[config.mk]
export PLATFORM = sky130hd
export DESIGN_NAME = lut_rom_lookup_pipe
export DESIGN_NICKNAME = d
export VERILOG_FILES = /design/src/rtl/ibf_pex_pkg.sv /design/src/rtl/lut6_rom_bank.sv /design/src/rtl/lut_rom_lookup_pipe.sv
export SDC_FILE = /design/constraint.sdc
export NUM_CORES = 1
export LEC_CHECK = 0
export BUFFER_PORTS_ARGS = -buffer_cell sky130_fd_sc_hd__buf_2
export CELL_PAD_IN_SITES_DETAIL_PLACEMENT = 1
export CELL_PAD_IN_SITES_GLOBAL_PLACEMENT = 1
export CORE_UTILIZATION = 41
export CTS_CLUSTER_SIZE = 12
export DETAILED_ROUTE_END_ITERATION = 10
export HOLD_SLACK_MARGIN = 0.06
export PLACE_DENSITY_LB_ADDON = 0.1
export REMOVE_ABC_BUFFERS = 1
export SETUP_SLACK_MARGIN = 0.3
export SKIP_CTS_REPAIR_TIMING = 1
export SLEW_MARGIN = 10
export SYNTH_ARGS = -nofsm -noshare
export SYNTH_HDL_FRONTEND = slang
export SYNTH_SLANG_ARGS = --single-unit
[constraint.sdc]
create_clock -name clk -period 3.7 [get_ports clk]
set_input_delay 0.555 -clock clk [delete_from_list [all_inputs] [get_ports clk]]
set_output_delay 0.555 -clock clk [all_outputs]
set_load 0.01 [all_outputs]
[src/rtl/ibf_pex_pkg.sv]
// Shared helpers for the ibf_pex parse-path constant ROMs: bank count and
// per-bit LUT6 INIT derivation from a flattened entry table.
package ibf_pex_pkg;

    localparam int unsigned LUT_ENTRIES = 64;
    localparam int unsigned INIT_MAX_W  = 256 * 1024;

    // Number of 64-entry banks needed to hold depth entries.
    function automatic int unsigned num_banks(input int unsigned depth);
        return (depth + LUT_ENTRIES - 1) / LUT_ENTRIES;
    endfunction

    // INIT word for the LUT6 producing bit bit_idx of bank bank; entries at or
    // beyond depth read as 0.
    function automatic logic [63:0] lut_init_bit(
        input logic [INIT_MAX_W-1:0] init_value,
        input int unsigned           data_w,
        input int unsigned           depth,
        input int unsigned           bank,
        input int unsigned           bit_idx
    );
        logic [63:0] init;
        int unsigned e;
        init = '0;
        for (int unsigned i = 0; i < LUT_ENTRIES; i++) begin
            e = bank * LUT_ENTRIES + i;
            if (e < depth) begin
                init[i] = init_value[data_w * e + bit_idx];
            end
        end
        return init;
    endfunction

endpackage

[src/rtl/lut6_rom_bank.sv]
// One 64 x DATA_W ROM bank: a LUT6 per output bit, all sharing the 6-bit index.
module lut6_rom_bank
    import ibf_pex_pkg::*;
#(
    parameter int unsigned DATA_W = 32,
    parameter int unsigned DEPTH  = 64,
    parameter int unsigned BANK   = 0,
    parameter logic [DATA_W*DEPTH-1:0] INIT_VALUE = '0
) (
    input  logic [5:0]        addr,
    output logic [DATA_W-1:0] rdata
);

    localparam logic [INIT_MAX_W-1:0] INIT_EXT = INIT_MAX_W'(INIT_VALUE);

    for (genvar b = 0; b < DATA_W; b++) begin : g_bit
        localparam logic [63:0] LUT_INIT = lut_init_bit(INIT_EXT, DATA_W, DEPTH, BANK, b);
        // LUT6 cell: INIT table indexed by I5..I0.
        assign rdata[b] = LUT_INIT[addr];
    end

endmodule

[src/rtl/lut_rom_lookup_pipe.sv]
// Pipelined constant-lookup ROM: LUT6 banks, registered bank outputs, registered
// bank mux, valid/ready handshake with backpressure, tag sideband, range check
// and a saturating lookup counter.
module lut_rom_lookup_pipe
    import ibf_pex_pkg::*;
#(
    parameter int unsigned DATA_W = 32,
    parameter int unsigned DEPTH  = 96,
    parameter int unsigned ADDR_W = 7,
    parameter int unsigned TAG_W  = 8,
    parameter logic [DATA_W*DEPTH-1:0] INIT_VALUE = '0
) (
    input  logic              clk,
    input  logic              rst,
    input  logic              in_valid,
    output logic              in_ready,
    input  logic [ADDR_W-1:0] in_addr,
    input  logic [TAG_W-1:0]  in_tag,
    output logic              out_valid,
    input  logic              out_ready,
    output logic [DATA_W-1:0] out_data,
    output logic [TAG_W-1:0]  out_tag,
    output logic              out_err,
    output logic [31:0]       lookup_cnt
);

    localparam int unsigned NUM_BANKS = num_banks(DEPTH);
    localparam int unsigned SEL_W     = (ADDR_W > 6) ? ADDR_W - 6 : 1;

    logic [5:0]        lut_addr;
    logic [SEL_W-1:0]  bank_sel;
    logic [DATA_W-1:0] bank_rdata [NUM_BANKS];

    logic              s1_valid;
    logic [SEL_W-1:0]  s1_sel;
    logic              s1_err;
    logic [TAG_W-1:0]  s1_tag;
    logic [DATA_W-1:0] s1_bank [NUM_BANKS];

    logic [DATA_W-1:0] s2_data;
    logic              adv2;
    logic              accept;
    logic              in_err;
    logic [31:0]       cnt_q;

    if (ADDR_W > 6) begin : g_sel
        assign lut_addr = in_addr[5:0];
        assign bank_sel = in_addr[ADDR_W-1:6];
    end else begin : g_nosel
        assign lut_addr = 6'(in_addr);
        assign bank_sel = '0;
    end

    for (genvar g = 0; g < NUM_BANKS; g++) begin : g_bank
        lut6_rom_bank #(
            .DATA_W     (DATA_W),
            .DEPTH      (DEPTH),
            .BANK       (g),
            .INIT_VALUE (INIT_VALUE)
        ) u_bank (
            .addr  (lut_addr),
            .rdata (bank_rdata[g])
        );
    end

    assign in_err     = 32'(in_addr) >= DEPTH;
    assign adv2       = !out_valid || out_ready;
    assign in_ready   = !s1_valid || adv2;
    assign accept     = in_valid && in_ready;
    assign lookup_cnt = cnt_q;

    // Bank mux; out-of-range select or err yields zero data.
    always_comb begin
        s2_data = '0;
        for (int unsigned b = 0; b < NUM_BANKS; b++) begin
            if (32'(s1_sel) == b) begin
                s2_data = s1_bank[b];
            end
        end
        if (s1_err) begin
            s2_data = '0;
        end
    end

    // Stage 1: capture all bank outputs and sideband on accept.
    always_ff @(posedge clk or negedge rst) begin
        if (!rst) begin
            s1_valid <= 1'b0;
            s1_sel   <= '0;
            s1_err   <= 1'b0;
            s1_tag   <= '0;
            for (int unsigned b = 0; b < NUM_BANKS; b++) begin
                s1_bank[b] <= '0;
            end
        end else if (accept) begin
            s1_valid <= 1'b1;
            s1_sel   <= bank_sel;
            s1_err   <= in_err;
            s1_tag   <= in_tag;
            for (int unsigned b = 0; b < NUM_BANKS; b++) begin
                s1_bank[b] <= bank_rdata[b];
            end
        end else if (adv2) begin
            s1_valid <= 1'b0;
        end
    end

    // Stage 2: output register, only updated when the consumer side can move.
    always_ff @(posedge clk or negedge rst) begin
        if (!rst) begin
            out_valid <= 1'b0;
            out_data  <= '0;
            out_tag   <= '0;
            out_err   <= 1'b0;
        end else if (s1_valid && adv2) begin
            out_valid <= 1'b1;
            out_data  <= s2_data;
            out_tag   <= s1_tag;
            out_err   <= s1_err;
        end else if (out_ready) begin
            out_valid <= 1'b0;
        end
    end

    // Saturating count of accepted requests.
    always_ff @(posedge clk or negedge rst) begin
        if (!rst) begin
            cnt_q <= '0;
        end else if (accept && (cnt_q != '1)) begin
            cnt_q <= cnt_q + 32'd1;
        end
    end

endmodule

; Yosys cells after proc, flatten, opt, wreduce, memory -nomap -nowiden
; Memory sizes are Yosys's and may differ from the RTL's. A register that Yosys moved wholly into a read port is not among the register bits.
; Cells that the tools add are included.
[totals]
regBits = 84
romBits = 64
input_bits = 19
output_inout_bits = 75
n_memories = 1
[op_classes]
add_sub_neg = 1
magnitude_cmp = 1
n_eq_ne = 1
n_mux = 5
reduce_logical = 10
[memory_table]
columns = memory, depth, width, read_ports, rd_ports_with_merged_regs, write_ports, line
row1 = (name not given), 64, 1, 1, 1, 0, lut6_rom_bank.sv:19  ; assign rdata[b] = LUT_INIT[addr];
[op_table]
columns = op, n
row1 = "adder 32 x 1 -> 32 bit, second input constant", 1
row2 = 2-to-1 mux 32 bit, 1
row3 = "inequality test 32 bit, second input constant", 1
row4 = ">= comparator 7 bit, second input constant", 1
row5 = 2-to-1 mux 1 bit, 4
row6 = nonzero test 2 bit, 2
row7 = logical AND 1 bit, 3
row8 = logical NOT 1 bit, 3
row9 = logical OR 1 bit, 2

; Logic depth before layout (Yosys ltp)
; Gate-level depths: netlist (run 1).
[logic_depth]
ltp_word = 5
mapped_depth = 7
depth_no_buf = 6

; Hierarchy
; Synthesis (run 1) repeated with hierarchy kept, for this count alone.
[hier_totals]
hier_cells = 702
area_unflattened_um2 = 6791.5
[by_module_without_submodules]
columns = mod, n_inst, cells_each, area_per_inst_um2
row1 = lut_rom_lookup_pipe, 1, 636, 6303.5
row2 = lut6_rom_bank, 2, 33, 244.0

; Worst setup path after synthesis (run 1)
; OpenSTA, ideal clock, no wires.
[synth_path]
path_type = input to register
from = in out_ready
to = reg s1_tag[0]
arrival_time_ns = 1.754
required_time_ns = 3.575
slack_ns = 1.822
cell_stages = 4
cell_sequence = nand3b_1 nand2_1 clkbuf_1 mux2_2
[synth_via]
elab_chain_len = 3
[synth_lines]
columns = item, line
row1 = start: declaration, lut_rom_lookup_pipe.sv:20  ; input logic out_ready,
row2 = logical OR 1 bit, lut_rom_lookup_pipe.sv:67  ; assign adv2 = !out_valid || out_ready;
row3 = logical OR 1 bit, lut_rom_lookup_pipe.sv:68  ; assign in_ready = !s1_valid || adv2;
row4 = logical AND 1 bit, lut_rom_lookup_pipe.sv:69  ; assign accept = in_valid && in_ready;
row5 = end signal: assignment, lut_rom_lookup_pipe.sv:99  ; s1_tag <= in_tag;
row6 = end: declaration, lut_rom_lookup_pipe.sv:37  ; logic [TAG_W-1:0] s1_tag;
; Every way passes these cells.
; A chain may end at the register's enable or synchronous reset.

; Worst setup path after layout (run 1)
[layout_path]
from = reg cnt_q[14], in the netlist lookup_cnt[14]
to = reg cnt_q[29], in the netlist lookup_cnt[29]
[layout_via]
elab_chain_len = 2
[layout_lines]
columns = item, line
row1 = start: declaration, lut_rom_lookup_pipe.sv:44  ; logic [31:0] cnt_q;
row2 = start signal: assignment, lut_rom_lookup_pipe.sv:130  ; cnt_q <= cnt_q + 32'd1;
row3 = "parallel branches: the longest is 2 deep, another holds adder 32 x 1 -> 32 bit", -
; Parallel ways; which one is timed is not known.

==> results_dict.tcl, run 1 <==
set metrics [dict create \
    drc 0 \
    ir_worst_vdd_uv 286 \
    gp_congestion 0.689 \
    htree_levels 2 \
    hold_viol_final 0 \
    placed_area_um2 2850 \
    finalClockSkew_ps 4.13 \
    hold_class "primary input to asynchronous set/reset pin" \
    synth_cell_types 35 \
    cp.arrival_ps 2340 \
    synthTopCellsByCount "dfrtp_1, buf_4, xnor2_1" \
    status "finished clean" \
    insertion_delay_ps 300 \
    drt-initial-drc-count 72 \
    avgSynthCellArea_um2 11.7 \
    antenna_found_initial 0 \
    power_density_nw_per_um2 481 \
    synth_top_flop_cell "dfrtp_1" \
    grt_use_total 0.173 \
    p_leak_nw 1.45 \
    cp_max_fo 6 \
    synth_most_common_cell "dfrtp_1" \
    finalWorstPathRequiredPeriod_ps 2140 \
    fin_setup_tns_ps 0 \
    cts_tree "done" \
    synthCells 223 \
    grt_pass1_vias 1775 \
    numPlacedInstances 352 \
    drive_gt1_frac 0.330 \
    cts.sinks 52 \
    synth_area_leaders "dfrtp_1, buf_4, mux2_2" \
    maxSlewViolCount 0 \
    yosysTopAreaCellShare 0.499 \
    cts_buffers 5 \
    timing_worst_setup_path_type "flip-flop to flip-flop" \
    postSynth.asyncResetShare 1.00 \
    n_fill_cell 712 \
    die_area_um2 6680 \
    max_cap_violations 0 \
    cts-root-buf "clkbuf_8" \
    core_um2 6030 \
    drt-total-wl_um 5080 \
    hold_slack_ps 436 \
    path_clk_slew_ps 90 \
    crit_required_ps 3890 \
    post_drt_via_cell_ratio 4.92 \
    start_kind "flip-flop" \
    setup_violations 0 \
    dr.pass1.iters 4 \
    area_growth_syn_to_layout_pct 12.8 \
    postLayoutCoreUtil 0.488 \
    synth_edf_count 0 \
    dieWidth_um 81.7 \
    start_util 0.433 \
    critPathCaptureType "flip-flop" \
    fin_nets 304 \
    ys_seq_area_frac 0.499 \
    clk_path_buf_depth 2 \
    finalNonFillerCells 360 \
    fin_area_um2 2940 \
    rows 28 \
    fin_crit_sh 0.579 \
    grt_max_degree 49 \
    ant_nets 0 \
    max_slew_margin 0.297 \
    fmax_ghz 0.467 \
    grt_overflow 0 \
    dr_total_vias 1770 \
    ys_warn_count 0 \
    yosysTopAreaCell "dfrtp_1" \
    rsz0062_at_grt "false" \
    wl_per_cell_um 14.1 \
    ys_ff_latch 52 \
    grt_pass1_wl_um 8650 \
    synth_area_um2 2610 \
    die_h_um 81.7 \
    hpwl_um 3750 \
    port_buffers 56 \
    antenna_cells 0 \
    worst_pin_slew_ps 1050 \
    pin_count 94 \
]
## cell usage in the layout, fill, tap and decap left out, drive strengths merged
cell / synthesis / layout
a2111oi: 1 / 1
a21o: 1 / 1
a21oi: 2 / 2
a31oi: 1 / 1
and2: 3 / 3
and3: 7 / 7
and4: 1 / 1
buf: 34 / 58
clkbuf: 1 / 7
clkinvlp: 0 / 1
conb: 1 / 32
dfrtp: 52 / 52
ha: 1 / 1
inv: 2 / 2
mux2: 17 / 17
nand2: 15 / 15
nand2b: 3 / 3
nand3: 11 / 11
nand3b: 1 / 1
nand4: 16 / 16
nand4bb: 1 / 1
nor2: 8 / 8
nor3: 6 / 6
nor3b: 1 / 1
nor4: 4 / 4
o21ai: 1 / 1
or2: 2 / 2
xnor2: 19 / 19
xor2: 11 / 11
## final timing paths
check | start | endpoint | slack, ps | cells after the start
worst max-delay path | lookup_cnt[14] | lookup_cnt[29] | 1560 | 5
worst max register to register | lookup_cnt[14] | lookup_cnt[29] | 1560 | 5
min in group clk | in_valid | s1_valid | 470 | 2
worst min-delay path | rst | out_tag[0] | 440 | 1
worst min register to register | s1_err | s1_err | 500 | 2
max in group asynchronous | rst | out_tag[6] | 2600 | 2
## state kept, by name, indices dropped and copies added, names as in the netlist
register    flops
s1_tag          8
out_valid       1
lookup_cnt     32
out_err         1
out_tag         8
s1_valid        1
s1_err          1
## per-stage QoR
step                setup WS [ps]  total power, mW
finish                       1560             1.41
detailed placement           1550             1.10
global route                 1400             1.51
CTS                          1620             1.44
floorplan                    1730            0.954
global placement             1580             1.08
## final cells by class
class / count / area, µm² / area share
flip-flops and latches: 52 / 1300 / 0.443
multi-input cells: 165 / 1150 / 0.390
repair buffers: 58 / 295 / 0.100
well taps: 75 / 93.8 / 0.0319
clock buffers: 7 / 86.3 / 0.0294
clock inverters: 1 / 7.51 / 0.00255
inverters: 2 / 7.51 / 0.00255
## cell families after synthesis
family | synth area share
compound gates | 0.0235
xor+xnor | 0.101
fa+ha+maj | 0.00480
buf+inv | 0.105
flops | 0.499
mux | 0.0735
other cells | 0.00144
simple gates | 0.192
## report_power, final
group	switching [mW]	internal, mW	total [mW]	leakage (nW)
logic	0.177	0.142	0.318	0.752
registers	0.0992	0.661	0.760	0.657
clock network	0.182	0.152	0.334	0.0445
## layer usage
| layer | vias to the layer above | track usage | routed length (µm) |
|---|---|---|---|
| li1 | 823 | - | - |
| met1 | 880 | 0.236 | 2350 |
| met2 | 61 | 0.268 | 2350 |
| met3 | 6 | 0.0389 | 298 |
| met4 | 0 | 0.0632 | 77 |
| met5 | - | 0 | 0 |
## worst max-delay path, cell delays in order (launching register included)
cell,delay [ps]
dfrtp_1,450
nand4_1,230
nor4_1,750
and4_1,320
nand3_1,100
xnor2_1,170
(Power assumes the default switching activity.)
==> inputs of run 2 (changes only) <==
CORE_UTILIZATION = 38   (was 41)
clock period = 2.1 ns   (was 3.7 ns; I/O delays follow)
==> run 2 against run 1 <==
Net effect:
- the run now ends with DRC left
- setup slack worse by 1300 ps
- die area up 7.7%
- register-to-register slack lost 1300 ps
- sequential cell count unchanged
- critical path depth is 3 higher
- total power up 83%
- largest cell class unchanged
==> results_dict.tcl, run 2 (synthesis gave the netlist of run 1 again) <==
set metrics [dict create \
    antenna_cells 0 \
    cpMaxStageDelayCell "dfrtp_1" \
    die_area_um2 7190 \
    grt_max_degree 53 \
    r2r-end "lookup_cnt[17]" \
    p_int_mw 1.74 \
    max_slew_margin 0.551 \
    pwr-share-clk 0.232 \
    p_comb_frac 0.250 \
    start_kind "flip-flop" \
    area_growth_syn_to_layout_pct 21.6 \
    cpPeakStageDelay_ps 400 \
    fin_setup_tns_ps 0 \
    drt-total-wl_um 5530 \
    port_buffers 56 \
    r2r-start "lookup_cnt[1]" \
    numPlacedInstances 362 \
    cp_max_fo 4 \
    die_h_um 84.8 \
    grt_use_total 0.153 \
    dr.pass1.iters 7 \
    path_clk_slew_ps 90 \
    max_cap_violations 0 \
    rsz0062_at_grt "true" \
    timing_worst_setup_path_type "flip-flop to flip-flop" \
    fmax_ghz 0.555 \
    grt_pass1_vias 1785 \
    drc 9 \
    hold_class "primary input to asynchronous set/reset pin" \
    drt-initial-drc-count 86 \
    crit_required_ps 2330 \
    ant_nets 0 \
    critPathCaptureType "flip-flop" \
    p_sw_frac 0.325 \
    r2r_slack_ps 300 \
    maxSlewViolCount 0 \
    dieWidth_um 84.8 \
    grt_overflow 0 \
    cp.arrival_ps 2030 \
    violations "DRC" \
    core_um2 6490 \
    gp_congestion 0.706 \
    hold_viol_final 0 \
    worst_pin_slew_ps 673 \
    fin_crit_sh 0.858 \
    worstPathCellList "ha_4 > nand4_4 > nor4_4 > buf_4 > a21oi_4 > buf_4 > nand4_1 > xnor2_1" \
    finalClockSkew_ps 7.65 \
    hpwl_um 3830 \
    crit_path_start "lookup_cnt[1]" \
    status "complete, but fails checks" \
    htree_levels 2 \
    antenna_found_initial 0 \
    mostFrequentLayoutCells "buf_2, dfrtp_1, conb_1, buf_4, xnor2_1" \
    fin_nets 324 \
    p_sw_uw 839 \
    placed_area_um2 2910 \
    rows 29 \
    reg2regPathDepth 8 \
    post_drt_via_cell_ratio 4.87 \
    cts_tree "done" \
    worstSetupEndpoint "lookup_cnt[17]" \
    fin_area_um2 3170 \
    crit_top_cell "buf_4" \
    insertion_delay_ps 310 \
    wl_per_cell_um 14.5 \
    power_density_nw_per_um2 814 \
    clk_path_buf_depth 2 \
    ir_worst_vdd_uv 519 \
    setup_violations 0 \
    p_leak_nw 1.54 \
    dr_total_vias 1860 \
    final_common_cell "buf_2" \
    finalWorstPathRequiredPeriod_ps 1800 \
    power_frac_seq 0.518 \
    postLayoutCoreUtil 0.488 \
    cts.sinks 52 \
    largest_reg_flops 32 \
    p_total_mw 2.58 \
    finalNonFillerCells 382 \
    pin_count 94 \
    start_util 0.401 \
    grt_pass1_wl_um 8800 \
    drive_gt1_frac 0.430 \
    cts_buffers 5 \
    cts-root-buf "clkbuf_8" \
]
==> run 2: changes by cell type in the layout (fill, tap and decap cells not counted), sizes merged <==
cell / delta
buf: +20
==> run 2: routing by layer <==
metal  track usage  share of wire  up-vias
li1              -              -      866
met1         0.208           0.45      923
met2         0.257           0.49       69
met3        0.0331          0.055        2
met4        0.0277         0.0031        0
met5             0              0        -
==> run 2: area by class of cell <==
cell class | instances | area [µm²]
clock buffers | 7 | 86.3
clock inverters | 1 | 7.51
fillers | 746 | 3330
inverters | 2 | 7.51
multi-input cells | 165 | 1200
flip-flops and latches | 52 | 1320
well taps | 77 | 96.3
repair buffers | 78 | 453
==> run 2: worst min path at each step <==
stage                                 to    from  slack, ps
final                     lookup_cnt[18]     rst        120
after global routing          out_tag[6]     rst        180
after floorplan            lookup_cnt[0]     rst         20
after detailed placement      out_tag[2]     rst        490
after CTS                     out_tag[6]     rst        160
after global placement            s1_err  s1_err        460
==> run 2: stage by stage <==
stage,worst slack (ps),hold slack (ps)
global placement,145,461
CTS,131,156
floorplan,232,19.4
detailed placement,144,487
finish,299,124
global route,198,181
==> run 2: worst max-delay path: cells and delay by family, from the launching register on <==
kind	cells	cell delay [ps]
AOI/OAI and AO/OA	1	70
xor gates and xnor gates	1	120
adders and majority gates	1	170
buffers and inverters	2	350
DFF	1	400
and+or+nand+nor	3	600
==> run 2: power by group through the flow <==
stage                     Clock (mW)  Combinational, mW  Sequential [mW]
after global routing           0.658              0.712             1.37
after CTS                      0.621              0.627             1.32
after floorplan                    0              0.282             1.40
after global placement             0              0.608             1.34
final                          0.600              0.644             1.34
after detailed placement           0              0.622             1.34
